**config.mk**
```make
export PLATFORM = sky130hd
export DESIGN_NAME = instr_fetch_unit_flat
export DESIGN_NICKNAME = d
export VERILOG_FILES = /design/src/rtl/instr_fetch_unit_if.sv /design/src/rtl/instr_fetch_unit.sv /design/src/flat_wrapper.sv
export SDC_FILE = /design/constraint.sdc
export NUM_CORES = 1
export LEC_CHECK = 0
export BUFFER_PORTS_ARGS = -buffer_cell sky130_fd_sc_hd__buf_2
export CAP_MARGIN = 25
export CORE_MARGIN = 4
export CORE_UTILIZATION = 50
export CTS_CLUSTER_DIAMETER = 50
export CTS_CLUSTER_SIZE = 8
export DETAILED_ROUTE_END_ITERATION = 10
export HOLD_SLACK_MARGIN = 0.03
export PLACE_DENSITY_LB_ADDON = 0.08
export SLEW_MARGIN = 40
export SYNTH_ARGS = -nofsm -noshare
export SYNTH_HDL_FRONTEND = slang
export SYNTH_SLANG_ARGS = --single-unit
export TNS_END_PERCENT = 100
```
**constraint.sdc**
```tcl
create_clock -name clk -period 3.4 [get_ports clk]
set_clock_uncertainty 0.05 [all_clocks]
set_input_delay 0.51 -clock clk [delete_from_list [all_inputs] [get_ports clk]]
set_output_delay 0.51 -clock clk [all_outputs]
set_load 0.03 [all_outputs]
```
**src/rtl/instr_fetch_unit_if.sv**
```systemverilog
// Fetch-unit bus: instruction memory port, decoder handshake, redirect and status.
// master = fetch unit side, slave = memory/decoder/execute side.
interface instr_fetch_unit_if #(
  parameter int ADDR_W  = 12,
  parameter int INSTR_W = 19,
  parameter int CNT_W   = 16
);
  logic               start;
  logic [ADDR_W-1:0]  imem_addr;
  logic [INSTR_W-1:0] imem_instr;
  logic               out_valid;
  logic               out_ready;
  logic [INSTR_W-1:0] out_instr;
  logic [ADDR_W-1:0]  out_pc;
  logic               redirect_valid;
  logic [ADDR_W-1:0]  redirect_target;
  logic               halted;
  logic [CNT_W-1:0]   fetch_count;

  modport master (
    input  start, imem_instr, out_ready, redirect_valid, redirect_target,
    output imem_addr, out_valid, out_instr, out_pc, halted, fetch_count
  );

  modport slave (
    output start, imem_instr, out_ready, redirect_valid, redirect_target,
    input  imem_addr, out_valid, out_instr, out_pc, halted, fetch_count
  );
endinterface

```
**src/rtl/instr_fetch_unit.sv**
```systemverilog
// PC sequencer with 2-entry prefetch buffer; first instruction valid 2 cycles after start.
// A full buffer with no pop stalls the PC; redirects flush the buffer and restart at the target.
module instr_fetch_unit #(
  parameter int ADDR_W   = 12,
  parameter int INSTR_W  = 19,
  parameter int RESET_PC = 1,
  parameter int CNT_W    = 16
) (
  input logic             clk,
  input logic             rst,
  instr_fetch_unit_if.master bus
);
  typedef enum logic [1:0] {IDLE, RUN, HALT} state_e;

  typedef struct packed {
    logic [ADDR_W-1:0]  pc;
    logic [INSTR_W-1:0] instr;
  } entry_t;

  localparam logic [ADDR_W-1:0] START_PC = ADDR_W'(RESET_PC);

  state_e             state_q, state_d;
  logic [ADDR_W-1:0]  pc_q, pc_d;
  entry_t             fifo0_q, fifo0_d;
  entry_t             fifo1_q, fifo1_d;
  logic [1:0]         cnt_q, cnt_d;
  logic [CNT_W-1:0]   fc_q, fc_d;
  logic               halted_q, halted_d;

  logic               pop_req;
  logic               pop;
  logic               push;
  logic               flush;
  logic [1:0]         cnt_mid;
  entry_t             new_entry;

  assign pop_req   = (cnt_q != 2'd0) && bus.out_ready;
  assign new_entry = '{pc: pc_q, instr: bus.imem_instr};

  always_comb begin
    state_d = state_q;
    pc_d    = pc_q;
    fc_d    = fc_q;
    pop     = 1'b0;
    push    = 1'b0;
    flush   = 1'b0;
    case (state_q)
      IDLE: begin
        if (bus.start) begin
          state_d = RUN;
          pc_d    = START_PC;
          fc_d    = '0;
          flush   = 1'b1;
        end
      end
      RUN: begin
        if (bus.redirect_valid) begin
          pc_d  = bus.redirect_target;
          flush = 1'b1;
        end else begin
          pop = pop_req;
          if (cnt_q != 2'd2 || pop_req) begin
            if (bus.imem_instr != '0) begin
              push = 1'b1;
              pc_d = pc_q + ADDR_W'(1);
              fc_d = (fc_q == '1) ? fc_q : fc_q + CNT_W'(1);
            end else begin
              state_d = HALT;
            end
          end
        end
      end
      HALT: begin
        if (bus.start) begin
          state_d = RUN;
          pc_d    = START_PC;
          fc_d    = '0;
          flush   = 1'b1;
        end else if (bus.redirect_valid) begin
          state_d = RUN;
          pc_d    = bus.redirect_target;
          flush   = 1'b1;
        end else begin
          pop = pop_req;
        end
      end
      default: state_d = IDLE;
    endcase
  end

  // Head is always slot 0: a pop shifts slot 1 down, a push fills the first free slot.
  always_comb begin
    fifo0_d = fifo0_q;
    fifo1_d = fifo1_q;
    cnt_mid = cnt_q;
    cnt_d   = cnt_q;
    if (flush) begin
      cnt_d = 2'd0;
    end else begin
      if (pop) begin
        fifo0_d = fifo1_q;
        cnt_mid = cnt_q - 2'd1;
      end
      if (push) begin
        if (cnt_mid == 2'd0) fifo0_d = new_entry;
        else                 fifo1_d = new_entry;
      end
      cnt_d = cnt_mid + {1'b0, push};
    end
    halted_d = (state_d == HALT) && (cnt_d == 2'd0);
  end

  always_ff @(posedge clk or posedge rst) begin
    if (rst) begin
      state_q  <= IDLE;
      pc_q     <= START_PC;
      fifo0_q  <= '0;
      fifo1_q  <= '0;
      cnt_q    <= 2'd0;
      fc_q     <= '0;
      halted_q <= 1'b0;
    end else begin
      state_q  <= state_d;
      pc_q     <= pc_d;
      fifo0_q  <= fifo0_d;
      fifo1_q  <= fifo1_d;
      cnt_q    <= cnt_d;
      fc_q     <= fc_d;
      halted_q <= halted_d;
    end
  end

  assign bus.imem_addr   = pc_q;
  assign bus.out_valid   = (cnt_q != 2'd0);
  assign bus.out_instr   = fifo0_q.instr;
  assign bus.out_pc      = fifo0_q.pc;
  assign bus.halted      = halted_q;
  assign bus.fetch_count = fc_q;
endmodule

```
**src/flat_wrapper.sv**
```systemverilog
// flat-port wrapper written by rule: the top's interface ports become plain ports
module instr_fetch_unit_flat 
#(
  parameter int ADDR_W   = 12,
  parameter int INSTR_W  = 19,
  parameter int RESET_PC = 1,
  parameter int CNT_W    = 16
)
  (clk, rst, bus_start, bus_imem_instr, bus_out_ready, bus_redirect_valid, bus_redirect_target, bus_imem_addr, bus_out_valid, bus_out_instr, bus_out_pc, bus_halted, bus_fetch_count);
  instr_fetch_unit_if #(.ADDR_W(ADDR_W), .INSTR_W(INSTR_W), .CNT_W(CNT_W)) bus_i ();
  input logic clk;
  input logic rst;
  input wire logic [$bits(bus_i.start)-1:0] bus_start;
  input wire logic [$bits(bus_i.imem_instr)-1:0] bus_imem_instr;
  input wire logic [$bits(bus_i.out_ready)-1:0] bus_out_ready;
  input wire logic [$bits(bus_i.redirect_valid)-1:0] bus_redirect_valid;
  input wire logic [$bits(bus_i.redirect_target)-1:0] bus_redirect_target;
  output wire logic [$bits(bus_i.imem_addr)-1:0] bus_imem_addr;
  output wire logic [$bits(bus_i.out_valid)-1:0] bus_out_valid;
  output wire logic [$bits(bus_i.out_instr)-1:0] bus_out_instr;
  output wire logic [$bits(bus_i.out_pc)-1:0] bus_out_pc;
  output wire logic [$bits(bus_i.halted)-1:0] bus_halted;
  output wire logic [$bits(bus_i.fetch_count)-1:0] bus_fetch_count;
  assign bus_i.start = bus_start;
  assign bus_i.imem_instr = bus_imem_instr;
  assign bus_i.out_ready = bus_out_ready;
  assign bus_i.redirect_valid = bus_redirect_valid;
  assign bus_i.redirect_target = bus_redirect_target;
  assign bus_imem_addr = bus_i.imem_addr;
  assign bus_out_valid = bus_i.out_valid;
  assign bus_out_instr = bus_i.out_instr;
  assign bus_out_pc = bus_i.out_pc;
  assign bus_halted = bus_i.halted;
  assign bus_fetch_count = bus_i.fetch_count;
  instr_fetch_unit #(.ADDR_W(ADDR_W), .INSTR_W(INSTR_W), .RESET_PC(RESET_PC), .CNT_W(CNT_W)) u_core (.clk(clk), .rst(rst), .bus(bus_i));
endmodule
```
==> flow_summary_export.csv <==
group,metric,value,unit
cells_and_area,area_delta_synth_final,15.9,%
routing,routed_via_density,5.97,
routing,dr.pass1.iters,7,
power,p_per_area,922,mW/mm²
clock_network,cts_root_buffer,"clkbuf_8",
critical_path,worstPathRequired,3.60,ns
clock_network,post_cts_resized,0,
power,leakage,2.48,nW
global_route,grt_start_max_net_pins,57,
global_route,grt_pass1_wl,19.5,mm
sta,grt_setup_unrepaired,"no",
sta,max-slew-margin-rel,58.0,%
place,io_buffers,96,
clock_network,hold_buffers,0,
critical_path,r2r_slack,0.63,ns
synthesis,synth_cell_types,55,
synthesis,synthCells,433,
floorplan,dieArea,0.0110,mm²
flow_run,maxCapViolCount,0,
routing,wl_per_cell,18.2,µm
clock_network,numCtsBuffers,9,
floorplan,fp.dieW,105,µm
floorplan,num_rows,35,
synthesis,ys.flop_type,"dfrtp_1",
synthesis,synth_seq_area_share,50.7,%
sta,setup_viol_count_final,0,
cells_and_area,fin_nets,570,
global_route,first_global_vias,3730,
synthesis,avgSynthCellArea,10.8,µm²
sta,fin_setup_tns,0,ns
clock_network,cts_tree,"built",
floorplan,ios,97,
global_route,antenna_found_initial,0,
critical_path,worst_setup_path_end_kind,"flop",
sta,whs,0.131,ns
critical_path,startpoint_type,"flop",
sta,finalCritPeriodShare,81.5,%
synthesis,synth_edf_count,0,
synthesis,synthArstFlopShare,100,%
critical_path,worstReg2RegStart,"u_core.state_q[0]",
routing,final_antenna_net_count,0,
cells_and_area,antenna_cells,0,
clock_network,ctsLongestPathBuffers,2,
clock_network,cts_setup_buffers,0,
critical_path,cp_max_fo,25,
critical_path,path_class,"flop to flop",
sta,min_period,2.77,ns
sta,hold_viol,0,
cells_and_area,drive_above_1_share,30.6,%
routing,routed_wl,11.7,mm
power,peakVddDrop,0.000500,V
sta,slew_viol_final,0,
clock_network,clkLatencyLatePin,0.36,ns
routing,via_count,3826,
synthesis,synth_area,0.00469,mm²
global_route,grt_usage,21.7,%
clock_network,clk_pin_slew_worst_paths,0.11,ns
run_status,status,"completed",
routing,drc,0,
critical_path,rr_worst_depth,8,
routing,drt_first_iter_violations,160,
floorplan,die_y,105,µm
sta,tightestPinTransition,0.630,ns
synthesis,ys_ff_latch,95,
worst_hold_path,hp-class,"input pin to async pin",
floorplan,start_util,51.0,%
cells_and_area,design_area,0.00544,mm²
clock_network,ctsHtreeMaxLevel,3,
place,place_hpwl,7.89,mm
sta,max_freq,361,MHz
global_route,globalRoute.totalOverflow,0,
synthesis,ys_warn_count,0,
critical_path,worstPathArrival,2.97,ns
clock_network,cts_sinks,95,
floorplan,coreArea,0.00920,mm²
place,gp_congestion,0.834,
critical_path,timing.rr.end,"u_core.fifo1_q[3]",
synthesis,syn-num-nets,478,
place,place_area,0.00526,mm²
[per-stage QoR]
stage,setup slack [ns],utilization (%),std cells,power (mW)
2_1_floorplan,0.365,-,433,3.67
3_3_place_gp,0.738,57.2,625,4.28
3_5_place_dp,0.662,57.2,625,4.33
4_1_cts,0.642,59.1,641,5.05
5_1_grt,0.475,59.1,641,5.36
6_report,0.629,59.1,641,5.01
[per-layer routing]
| layer | vias to the layer above | global-route usage (%) | share of wire [%] |
|---|---|---|---|
| met5 | - | 0 | 0 |
| met4 | 0 | 5.81 | 0.77 |
| met3 | 12 | 3.71 | 4.6 |
| met2 | 102 | 33.4 | 49 |
| met1 | 1884 | 32.0 | 46 |
| li1 | 1828 | - | - |
[critical path, cell delays in order, from the launching register on]
cell and delay, ns:
dfrtp_1 0.47, inv_1 0.11, ha_1 0.39, and4bb_2 0.28
o21ai_4 0.10, mux2i_4 0.23, nor3_4 0.41, buf_12 0.24
mux2_2 0.36
[kinds of logic after synthesis]
family          after synthesis  share of synthesized area [%]
compound gates              151                           22.0
simple gates                101                           11.2
flops                        95                           50.7
buf+inv                      36                           4.03
mux                          34                           8.38
fa+ha+maj                     9                           2.40
xor+xnor                      7                           1.31
[state kept, by name, summed over array words and instances, names as in the netlist]
register and count:
u_core.fifo1_q 31, u_core.bus.out_instr 19, u_core.bus.fetch_count 16, u_core.bus.imem_addr 12
u_core.bus.out_pc 12, u_core.cnt_q 2, u_core.state_q 2, u_core.bus.halted 1
[Yosys cell counts (2+ instances only)]
cell / n / area [µm²]
a211oi_1: 2 / 15.0
a21o_1: 2 / 15.0
a21oi_1: 9 / 45.0
a22oi_1: 6 / 45.0
a2bb2oi_1: 31 / 272
a31oi_1: 8 / 50.1
and2_1: 4 / 25.0
and3_1: 5 / 31.3
buf_2: 4 / 20.0
buf_4: 3 / 22.5
buf_6: 5 / 56.3
clkbuf_1: 11 / 41.3
dfrtp_1: 94 / 2350
ha_1: 9 / 113
inv_1: 13 / 48.8
mux2_2: 31 / 349
nand2_1: 26 / 97.6
nand2b_1: 5 / 31.3
nand3_1: 14 / 70.1
nand4_1: 3 / 18.8
nor2_1: 21 / 78.8
nor3_1: 4 / 20.0
nor4_1: 8 / 50.1
o21ai_0: 33 / 165
o21ai_1: 5 / 25.0
o22ai_1: 31 / 194
o31ai_1: 13 / 97.6
xnor2_1: 5 / 43.8
xor2_1: 2 / 17.5
[layout by cell type (no fill, tap or decap), drive strengths merged, types with 2 or more instances in the layout]
| master | instances |
|---|---|
| and2 | 4 |
| clkbuf | 10 |
| clkinvlp | 2 |
| nand3 | 15 |
| xor2 | 2 |
| nand2 | 26 |
| dfrtp | 94 |
| nor4 | 8 |
| o31ai | 13 |
| mux2 | 32 |
| nand4 | 3 |
| o21ai | 40 |
| a22oi | 6 |
| and3 | 5 |
| a211oi | 2 |
| o22ai | 31 |
| a21oi | 10 |
| inv | 16 |
| or2 | 2 |
| nor2 | 22 |
| nand2b | 5 |
| a21o | 2 |
| a2bb2oi | 31 |
| buf | 104 |
| ha | 9 |
| nor3 | 5 |
| mux2i | 2 |
| xnor2 | 5 |
| a31oi | 8 |
[final cells by class]
type | instances | area, µm²
Multi-Input combinational cell | 302 | 2120
Clock inverter | 6 | 52.6
Timing Repair Buffer | 104 | 566
Fill cell | 830 | 3760
Sequential cell | 95 | 2380
Tap cell | 111 | 139
Inverter | 13 | 51.3
Clock buffer | 10 | 128
[worst max path at each step]
stage / startpoint / end / slack (ns) / cells after the start
after floorplan: rst / u_core.bus.fetch_count[0] / 0.36 / 1
after global placement: u_core.state_q[0] / u_core.fifo1_q[15] / 0.74 / 8
after detailed placement: u_core.state_q[0] / u_core.fifo1_q[2] / 0.66 / 8
after CTS: u_core.state_q[0] / u_core.fifo1_q[21] / 0.64 / 8
after global routing: u_core.state_q[0] / u_core.fifo1_q[21] / 0.47 / 8
final: u_core.state_q[0] / u_core.fifo1_q[3] / 0.63 / 8
[power by group]
part           switching [mW]  internal (mW)  total (mW)
logic                    1.47          0.906        2.37
registers               0.358           1.57        1.93
clock network           0.429          0.278       0.708
(Power assumes the default switching activity.)
